**src/rtl/sine_voice_sched_if.sv**
```systemverilog
// Host, lookup and mix signals of the sine voice scheduler, bundled as one interface.
// master = the driving environment (host plus sine lookup); slave = the scheduler.
interface sine_voice_sched_if #(
    parameter int NUM_VOICES = 4
);
    logic                  i_sample_tick;
    logic [NUM_VOICES-1:0] i_gate;
    logic                  i_freq_wr;
    logic [2:0]            i_voice_sel;
    logic [15:0]           i_freq_data;
    logic                  i_amp_wr;
    logic [7:0]            i_amp_data;
    logic [15:0]           o_lut_addr;
    logic [15:0]           i_lut_data;
    logic signed [18:0]    o_mix;
    logic                  o_mix_valid;
    logic                  o_busy;
    logic                  o_overrun;

    modport master (
        output i_sample_tick, i_gate, i_freq_wr, i_voice_sel, i_freq_data,
               i_amp_wr, i_amp_data, i_lut_data,
        input  o_lut_addr, o_mix, o_mix_valid, o_busy, o_overrun
    );

    modport slave (
        input  i_sample_tick, i_gate, i_freq_wr, i_voice_sel, i_freq_data,
               i_amp_wr, i_amp_data, i_lut_data,
        output o_lut_addr, o_mix, o_mix_valid, o_busy, o_overrun
    );
endinterface

```
**src/rtl/sine_voice_sched.sv**
```systemverilog
// Time-shares one sine lookup across NUM_VOICES phase accumulators and sums the
// returned samples into one signed 19-bit mix per sample tick.
// Optional feature: define SINE_SCHED_AMP_EN to add a per-voice 8-bit amplitude
// (sample * amp >>> 8); without it the amplitude inputs are ignored.
module sine_voice_sched #(
    parameter int NUM_VOICES  = 4,
    parameter int LUT_LATENCY = 3
) (
    input logic               i_clk,
    input logic               i_rst_n,
    sine_voice_sched_if.slave bus
);
    localparam int IW = (NUM_VOICES > 1) ? $clog2(NUM_VOICES) : 1;
    localparam logic [IW-1:0] LAST = IW'(NUM_VOICES - 1);

    typedef enum logic [1:0] {IDLE, ISSUE, DRAIN, DONE} state_t;

    // One in-flight lookup: which voice it belongs to and whether it counts.
    typedef struct packed {
        logic          valid;
        logic          gate;
        logic [IW-1:0] voice;
    } slot_t;

    state_t                state;
    logic [IW-1:0]         idx;
    logic [15:0]           freq    [NUM_VOICES];
    logic [15:0]           freq_sh [NUM_VOICES];
    logic [15:0]           phase   [NUM_VOICES];
    logic [NUM_VOICES-1:0] gate_sh;
    slot_t                 pipe    [LUT_LATENCY];
    slot_t                 tail;
    logic signed [18:0]    acc;
    logic signed [18:0]    acc_next;
    logic signed [18:0]    mix;
    logic [15:0]           contrib;
    logic [15:0]           lut_addr;
    logic                  mix_valid;
    logic                  busy;
    logic                  overrun;

    assign tail            = pipe[LUT_LATENCY-1];
    assign bus.o_lut_addr  = lut_addr;
    assign bus.o_mix       = mix;
    assign bus.o_mix_valid = mix_valid;
    assign bus.o_busy      = busy;
    assign bus.o_overrun   = overrun;

`ifdef SINE_SCHED_AMP_EN
    logic [7:0]         amp    [NUM_VOICES];
    logic [7:0]         amp_sh [NUM_VOICES];
    logic signed [24:0] prod;
    logic               unused_prod;

    // Signed sample times unsigned amplitude; bits [23:8] are the >>>8 result.
    assign prod = $signed({{9{bus.i_lut_data[15]}}, bus.i_lut_data})
                * $signed({17'd0, amp_sh[tail.voice]});
    assign unused_prod = ^{prod[24], prod[7:0]};
`else
    logic unused_amp;
    assign unused_amp = ^{bus.i_amp_wr, bus.i_amp_data};
`endif

    // Live per-voice registers written by the host strobes; out-of-range selects match nothing.
    always_ff @(posedge i_clk) begin
        if (!i_rst_n) begin
            // NOTE: these small register arrays are reset on purpose -- the phase/frequency
            // state must be deterministic after reset, so they are not left as plain RAM.
            for (int v = 0; v < NUM_VOICES; v++) begin
                freq[v] <= '0;
`ifdef SINE_SCHED_AMP_EN
                amp[v]  <= 8'hFF;
`endif
            end
        end else begin
            for (int v = 0; v < NUM_VOICES; v++) begin
                if (bus.i_freq_wr && (32'(bus.i_voice_sel) == v))
                    freq[v] <= bus.i_freq_data;
`ifdef SINE_SCHED_AMP_EN
                if (bus.i_amp_wr && (32'(bus.i_voice_sel) == v))
                    amp[v] <= bus.i_amp_data;
`endif
            end
        end
    end

    // Contribution of the sample returning this cycle: zero unless a gated-on slot is due.
    always_comb begin
        // NOTE: defaults first, so every path assigns every output and no latch is inferred.
        contrib = '0;
        if (tail.valid && tail.gate) begin
`ifdef SINE_SCHED_AMP_EN
            contrib = prod[23:8];
`else
            contrib = bus.i_lut_data;
`endif
        end
        acc_next = acc + {{3{contrib[15]}}, contrib};
    end

    // Frame sequencer: accept a tick, issue one lookup per voice, accumulate returns, publish.
    always_ff @(posedge i_clk) begin
        if (!i_rst_n) begin
            state     <= IDLE;
            idx       <= '0;
            gate_sh   <= '0;
            acc       <= '0;
            mix       <= '0;
            mix_valid <= 1'b0;
            busy      <= 1'b0;
            overrun   <= 1'b0;
            lut_addr  <= '0;
            for (int v = 0; v < NUM_VOICES; v++) begin
                phase[v]   <= '0;
                freq_sh[v] <= '0;
`ifdef SINE_SCHED_AMP_EN
                amp_sh[v]  <= 8'hFF;
`endif
            end
            for (int i = 0; i < LUT_LATENCY; i++)
                pipe[i] <= '0;
        end else begin
            // NOTE: non-blocking throughout; later assignments below override these defaults.
            mix_valid <= 1'b0;
            for (int i = LUT_LATENCY - 1; i > 0; i--)
                pipe[i] <= pipe[i-1];
            pipe[0] <= '0;

            if (tail.valid)
                acc <= acc_next;
            if (bus.i_sample_tick && busy)
                overrun <= 1'b1;

            case (state)
                IDLE: begin
                    if (bus.i_sample_tick) begin
                        state    <= ISSUE;
                        idx      <= '0;
                        busy     <= 1'b1;
                        acc      <= '0;
                        lut_addr <= phase[0];
                        gate_sh  <= bus.i_gate;
                        freq_sh  <= freq;
`ifdef SINE_SCHED_AMP_EN
                        amp_sh   <= amp;
`endif
                    end
                end
                ISSUE: begin
                    pipe[0] <= {1'b1, gate_sh[idx], idx};
                    if (gate_sh[idx])
                        phase[idx] <= phase[idx] + freq_sh[idx];
                    if (idx == LAST) begin
                        state <= DRAIN;
                    end else begin
                        idx      <= idx + IW'(1);
                        lut_addr <= phase[idx + IW'(1)];
                    end
                end
                DRAIN: begin
                    if (tail.valid && (tail.voice == LAST)) begin
                        mix       <= acc_next;
                        mix_valid <= 1'b1;
                        state     <= DONE;
                    end
                end
                DONE: begin
                    busy  <= 1'b0;
                    state <= IDLE;
                end
                default: state <= IDLE;
            endcase
        end
    end
endmodule

```
**src/flat_wrapper.sv**
```systemverilog
// flat-port wrapper written by rule: the top's interface ports become plain ports
module sine_voice_sched_flat 
#(
    parameter int NUM_VOICES  = 4,
    parameter int LUT_LATENCY = 3
)
  (i_clk, i_rst_n, bus_i_sample_tick, bus_i_gate, bus_i_freq_wr, bus_i_voice_sel, bus_i_freq_data, bus_i_amp_wr, bus_i_amp_data, bus_i_lut_data, bus_o_lut_addr, bus_o_mix, bus_o_mix_valid, bus_o_busy, bus_o_overrun);
  sine_voice_sched_if #(.NUM_VOICES(NUM_VOICES)) bus_i ();
  input logic i_clk;
  input logic i_rst_n;
  input wire logic [$bits(bus_i.i_sample_tick)-1:0] bus_i_sample_tick;
  input wire logic [$bits(bus_i.i_gate)-1:0] bus_i_gate;
  input wire logic [$bits(bus_i.i_freq_wr)-1:0] bus_i_freq_wr;
  input wire logic [$bits(bus_i.i_voice_sel)-1:0] bus_i_voice_sel;
  input wire logic [$bits(bus_i.i_freq_data)-1:0] bus_i_freq_data;
  input wire logic [$bits(bus_i.i_amp_wr)-1:0] bus_i_amp_wr;
  input wire logic [$bits(bus_i.i_amp_data)-1:0] bus_i_amp_data;
  input wire logic [$bits(bus_i.i_lut_data)-1:0] bus_i_lut_data;
  output wire logic [$bits(bus_i.o_lut_addr)-1:0] bus_o_lut_addr;
  output wire logic [$bits(bus_i.o_mix)-1:0] bus_o_mix;
  output wire logic [$bits(bus_i.o_mix_valid)-1:0] bus_o_mix_valid;
  output wire logic [$bits(bus_i.o_busy)-1:0] bus_o_busy;
  output wire logic [$bits(bus_i.o_overrun)-1:0] bus_o_overrun;
  assign bus_i.i_sample_tick = bus_i_sample_tick;
  assign bus_i.i_gate = bus_i_gate;
  assign bus_i.i_freq_wr = bus_i_freq_wr;
  assign bus_i.i_voice_sel = bus_i_voice_sel;
  assign bus_i.i_freq_data = bus_i_freq_data;
  assign bus_i.i_amp_wr = bus_i_amp_wr;
  assign bus_i.i_amp_data = bus_i_amp_data;
  assign bus_i.i_lut_data = bus_i_lut_data;
  assign bus_o_lut_addr = bus_i.o_lut_addr;
  assign bus_o_mix = bus_i.o_mix;
  assign bus_o_mix_valid = bus_i.o_mix_valid;
  assign bus_o_busy = bus_i.o_busy;
  assign bus_o_overrun = bus_i.o_overrun;
  sine_voice_sched #(.NUM_VOICES(NUM_VOICES), .LUT_LATENCY(LUT_LATENCY)) u_core (.i_clk(i_clk), .i_rst_n(i_rst_n), .bus(bus_i));
endmodule
```
**config.mk**
```make
export PLATFORM = sky130hd
export DESIGN_NAME = sine_voice_sched_flat
export DESIGN_NICKNAME = d
export VERILOG_FILES = /design/src/rtl/sine_voice_sched_if.sv /design/src/rtl/sine_voice_sched.sv /design/src/flat_wrapper.sv
export SDC_FILE = /design/constraint.sdc
export NUM_CORES = 1
export LEC_CHECK = 0
export ABC_AREA = 1
export BUFFER_PORTS_ARGS = -buffer_cell sky130_fd_sc_hd__buf_4
export CAP_MARGIN = 0
export CORE_ASPECT_RATIO = 1.2
export CORE_MARGIN = 2
export CORE_UTILIZATION = 45
export CTS_BUF_LIST = sky130_fd_sc_hd__clkbuf_4 sky130_fd_sc_hd__clkbuf_8
export CTS_CLUSTER_DIAMETER = 50
export DETAILED_ROUTE_END_ITERATION = 12
export HOLD_SLACK_MARGIN = 0.06
export PLACE_DENSITY = 0.62
export SETUP_SLACK_MARGIN = 0.5
export SYNTH_ARGS = -nofsm -noshare
export SYNTH_HDL_FRONTEND = slang
export SYNTH_SLANG_ARGS = --single-unit
```
**constraint.sdc**
```tcl
create_clock -name i_clk -period 3.1 [get_ports i_clk]
set_input_delay 0.155 -clock i_clk [delete_from_list [all_inputs] [get_ports i_clk]]
set_output_delay 0.155 -clock i_clk [all_outputs]
set_load 0.02 [all_outputs]
```
==> flow_summary.toml <==
[timing]
period_needed_ns = 2.51
hold_ws_ns = 0.0887
maxSlewViolCount = 0
setup_violations = 0
rsz0062_at_grt = "yes"
relSlewSlack_pct = 47.4
worst-slew-pin-transition_ns = 0.789
max_freq_mhz = 398
hold_viol_final = 0
setup_ws_ns = 0.590
tns_ns = 0
min_period_over_period_pct = 81.0
finClkSkew_ns = 0.0192

[status]
status = "completed"

[setup_path]
critPathKind = "flip-flop to flip-flop"
path_common_cell = "a21oi_1"
crit_slowest_cell = "dfxtp_4"
crit_arrival_ns = 2.81
cp-startpoint = "u_core.idx[0]"
startpoint_type = "flip-flop"
cp_cell_sequence = "buf_12, o21ai_0, o22ai_2, ha_4, a21oi_1, o21ai_1, a21oi_1, nand3b_1, nand3_4, nor2_1"
crit_required_ns = 3.40
crit_path_end_kind = "flip-flop"
regToRegStartpoint = "u_core.idx[0]"
crit_fanout = 31
cpPeakStageDelay_ns = 0.43

[cts]
clk_pin_slew_ns = 0.06
clkLatencyLatePin_ns = 0.57
cts_tree = "built"
numCtsBuffers = 46
clockRootBuffer = "clkbuf_8"
cts_sinks = 271
cts_max_path_buffers = 3
cts_max_level = 2

[pwr]
vdd.ir_drop.worst_mv = 0.398
total_leakage_power_nw = 7.03
p_total_mw = 12.9
power_density_nw_per_um2 = 825

[logic_synthesis]
synth_edf_count = 76
seq_area_frac_synth_pct = 48.0
synth-compound-area-share_pct = 17.0
synth_most_common_cell = "nor2_1"
async_reset_ff_share_pct = 0
yosys_warnings = 0
ys.flop_type = "dfxtp_1"
yosysTopAreaCell = "dfxtp_1"
synthAdderAreaFrac_pct = 4.00
muxShareOfSynthArea_pct = 0
ys_types = 41
synth_xor_area_share_pct = 1.09
synth_top_family_by_area = "simple AND/OR/NAND/NOR gates"
synth_commonest_cells = "nor2_1 (383), nand2_1 (232), o21ai_0 (213), dfxtp_1 (195), inv_1 (157)"
synthSimpleGateAreaFrac_pct = 22.1
synth_area_leaders = "dfxtp_1 (30%), edfxtp_1 (18%), nor2_1 (11%)"
syn_inst = 1695
synthDominantCellAreaShare_pct = 30.3
syn_area_sq_um = 12900
avgSynthCellArea_sq_um = 7.60
synth-seq-cells = 271

[layout]
multi_input_area_sq_um = 6030
nFillCells = 2693
layout.nets = 1920
n_antenna_cell = 0
ff_latch_area_sq_um = 6200
stdcell_count = 2239
syn2layout_area_growth_pct = 21.1
drive_gt1_share_pct = 15.2

[die]
fp.coreArea_sq_um = 28100
io_pins = 90
die_area_sq_um = 30000
start_util_pct = 45.8
row_count = 67
die_x_um = 158
die_h_um = 189

[route]
first_pass_iters = 5
dr_total_vias = 11500
wire_per_inst_um = 15.2
drtIter0Drc = 707
vias_per_cell = 5.13
wirelength_mm = 33.9
ant_nets = 0
drc = 0

[grt]
track_usage_pct = 22.5
grt_max_degree = 100
grt_first_pass_wirelength_mm = 53.8
grt_overflow = 0
antenna_found_initial = 0
grt_pass1_vias = 10900

[run]
maxCapViolations = 0

[hold_path]
hold_start = "i_rst_n"
hp-class = "input port to flip-flop"

[placement]
place_congestion = 0.878
pre_cts_ws_ns = 0.234
portBuffers = 80
dp.cells = 2116
dp_hpwl_mm = 22.1
## kinds of logic after synthesis
kind of cell	after synthesis
buffers and inverters	251
other	1
adders and majority gates	40
DFF	271
xor gates and xnor gates	16
AOI/OAI and AO/OA	412
and+or+nand+nor	704
## per-stage QoR
| step | area (sq um) | utilization (%) |
|---|---|---|
| global route | 15600 | 55.5 |
| detailed placement | 13900 | 49.5 |
| finish | 15600 | 55.5 |
| global placement | 13900 | 49.5 |
| floorplan | 12900 | - |
| CTS | 15300 | 54.3 |
## worst max-delay path, delay by kind of cell, from the launching register on
kind,cells,cell delay [ns]
compound gates,5,0.98
flops,1,0.43
buf+inv,1,0.22
fa+ha+maj,1,0.27
simple gates,3,0.33
## what timing repair did
item,in CTS,in global routing
resized for setup,36,60
setup buffers,3,14
endpoints found under the setup margin,41,66
hold endpoints to repair,70,0
pin swaps,8,17
gates cloned,0,2
hold buffers,24,0
## path summary, 6_finish.rpt
path	endpoint	slack [ns]	cells after the start
hold / removal	u_core.bus.o_mix[0]	0.09	3
setup reg to reg	u_core.phase[2][13]	0.59	10
setup / recovery	u_core.phase[2][13]	0.59	10
hold reg to reg	u_core.freq_sh[2]	0.45	2
## cells in the final DEF (no fill, tap or decap), drive strengths merged
cell and n:
clkinvlp 2, xor2 7, o21ai 220, o211ai 6
o21a 1, inv 165, nand2 235, nand4 2
conb 12, a211oi 1, xnor2 9, nor2 385
buf 135, o32ai 13, nor4 1, or2 1
dlygate4sd3 24, o31ai 1, a21o 2, ha 38
edfxtp 76, clkbuf 65, a21oi 138, nand3 64
clkinv 14, and2 2, dfxtp 195, fa 2
nor3 4, o22ai 30, nand3b 10
## state kept, by name, summed over array words and instances, names as in the netlist, named ones only
name / flops
u_core.bus.o_lut_addr: 16
u_core.bus.o_mix_valid: 1
u_core.freq_sh: 64
u_core.gate_sh: 4
u_core.bus.o_busy: 1
u_core.idx: 2
u_core.bus.o_mix: 19
u_core.pipe: 12
u_core.acc: 19
u_core.phase: 64
u_core.bus.o_overrun: 1
u_core.state: 2
u_core.freq: 64
## report_power, final
group          total (mW)  internal (mW)  switching (mW)
logic                5.20           1.99            3.21
clock network        3.17           1.74            1.43
registers            4.50           4.20           0.294
## layer usage
layer	up-vias	part of all wire, %	track usage (%)
li1	5829	-	-
met1	5318	44	28.7
met2	273	49	39.2
met3	61	5.0	3.48
met4	0	1.9	6.34
met5	-	0	0
## area by class of cell
cell class,count,share of cell area [%]
Timing Repair Buffer,160,8.58
Multi-Input combinational cell,1184,38.7
Sequential cell,271,39.7
Tap cell,379,3.04
Inverter,165,4.07
Clock inverter,16,0.554
Clock buffer,64,5.33
No activity file was read; power rests on OpenSTA's default activity.
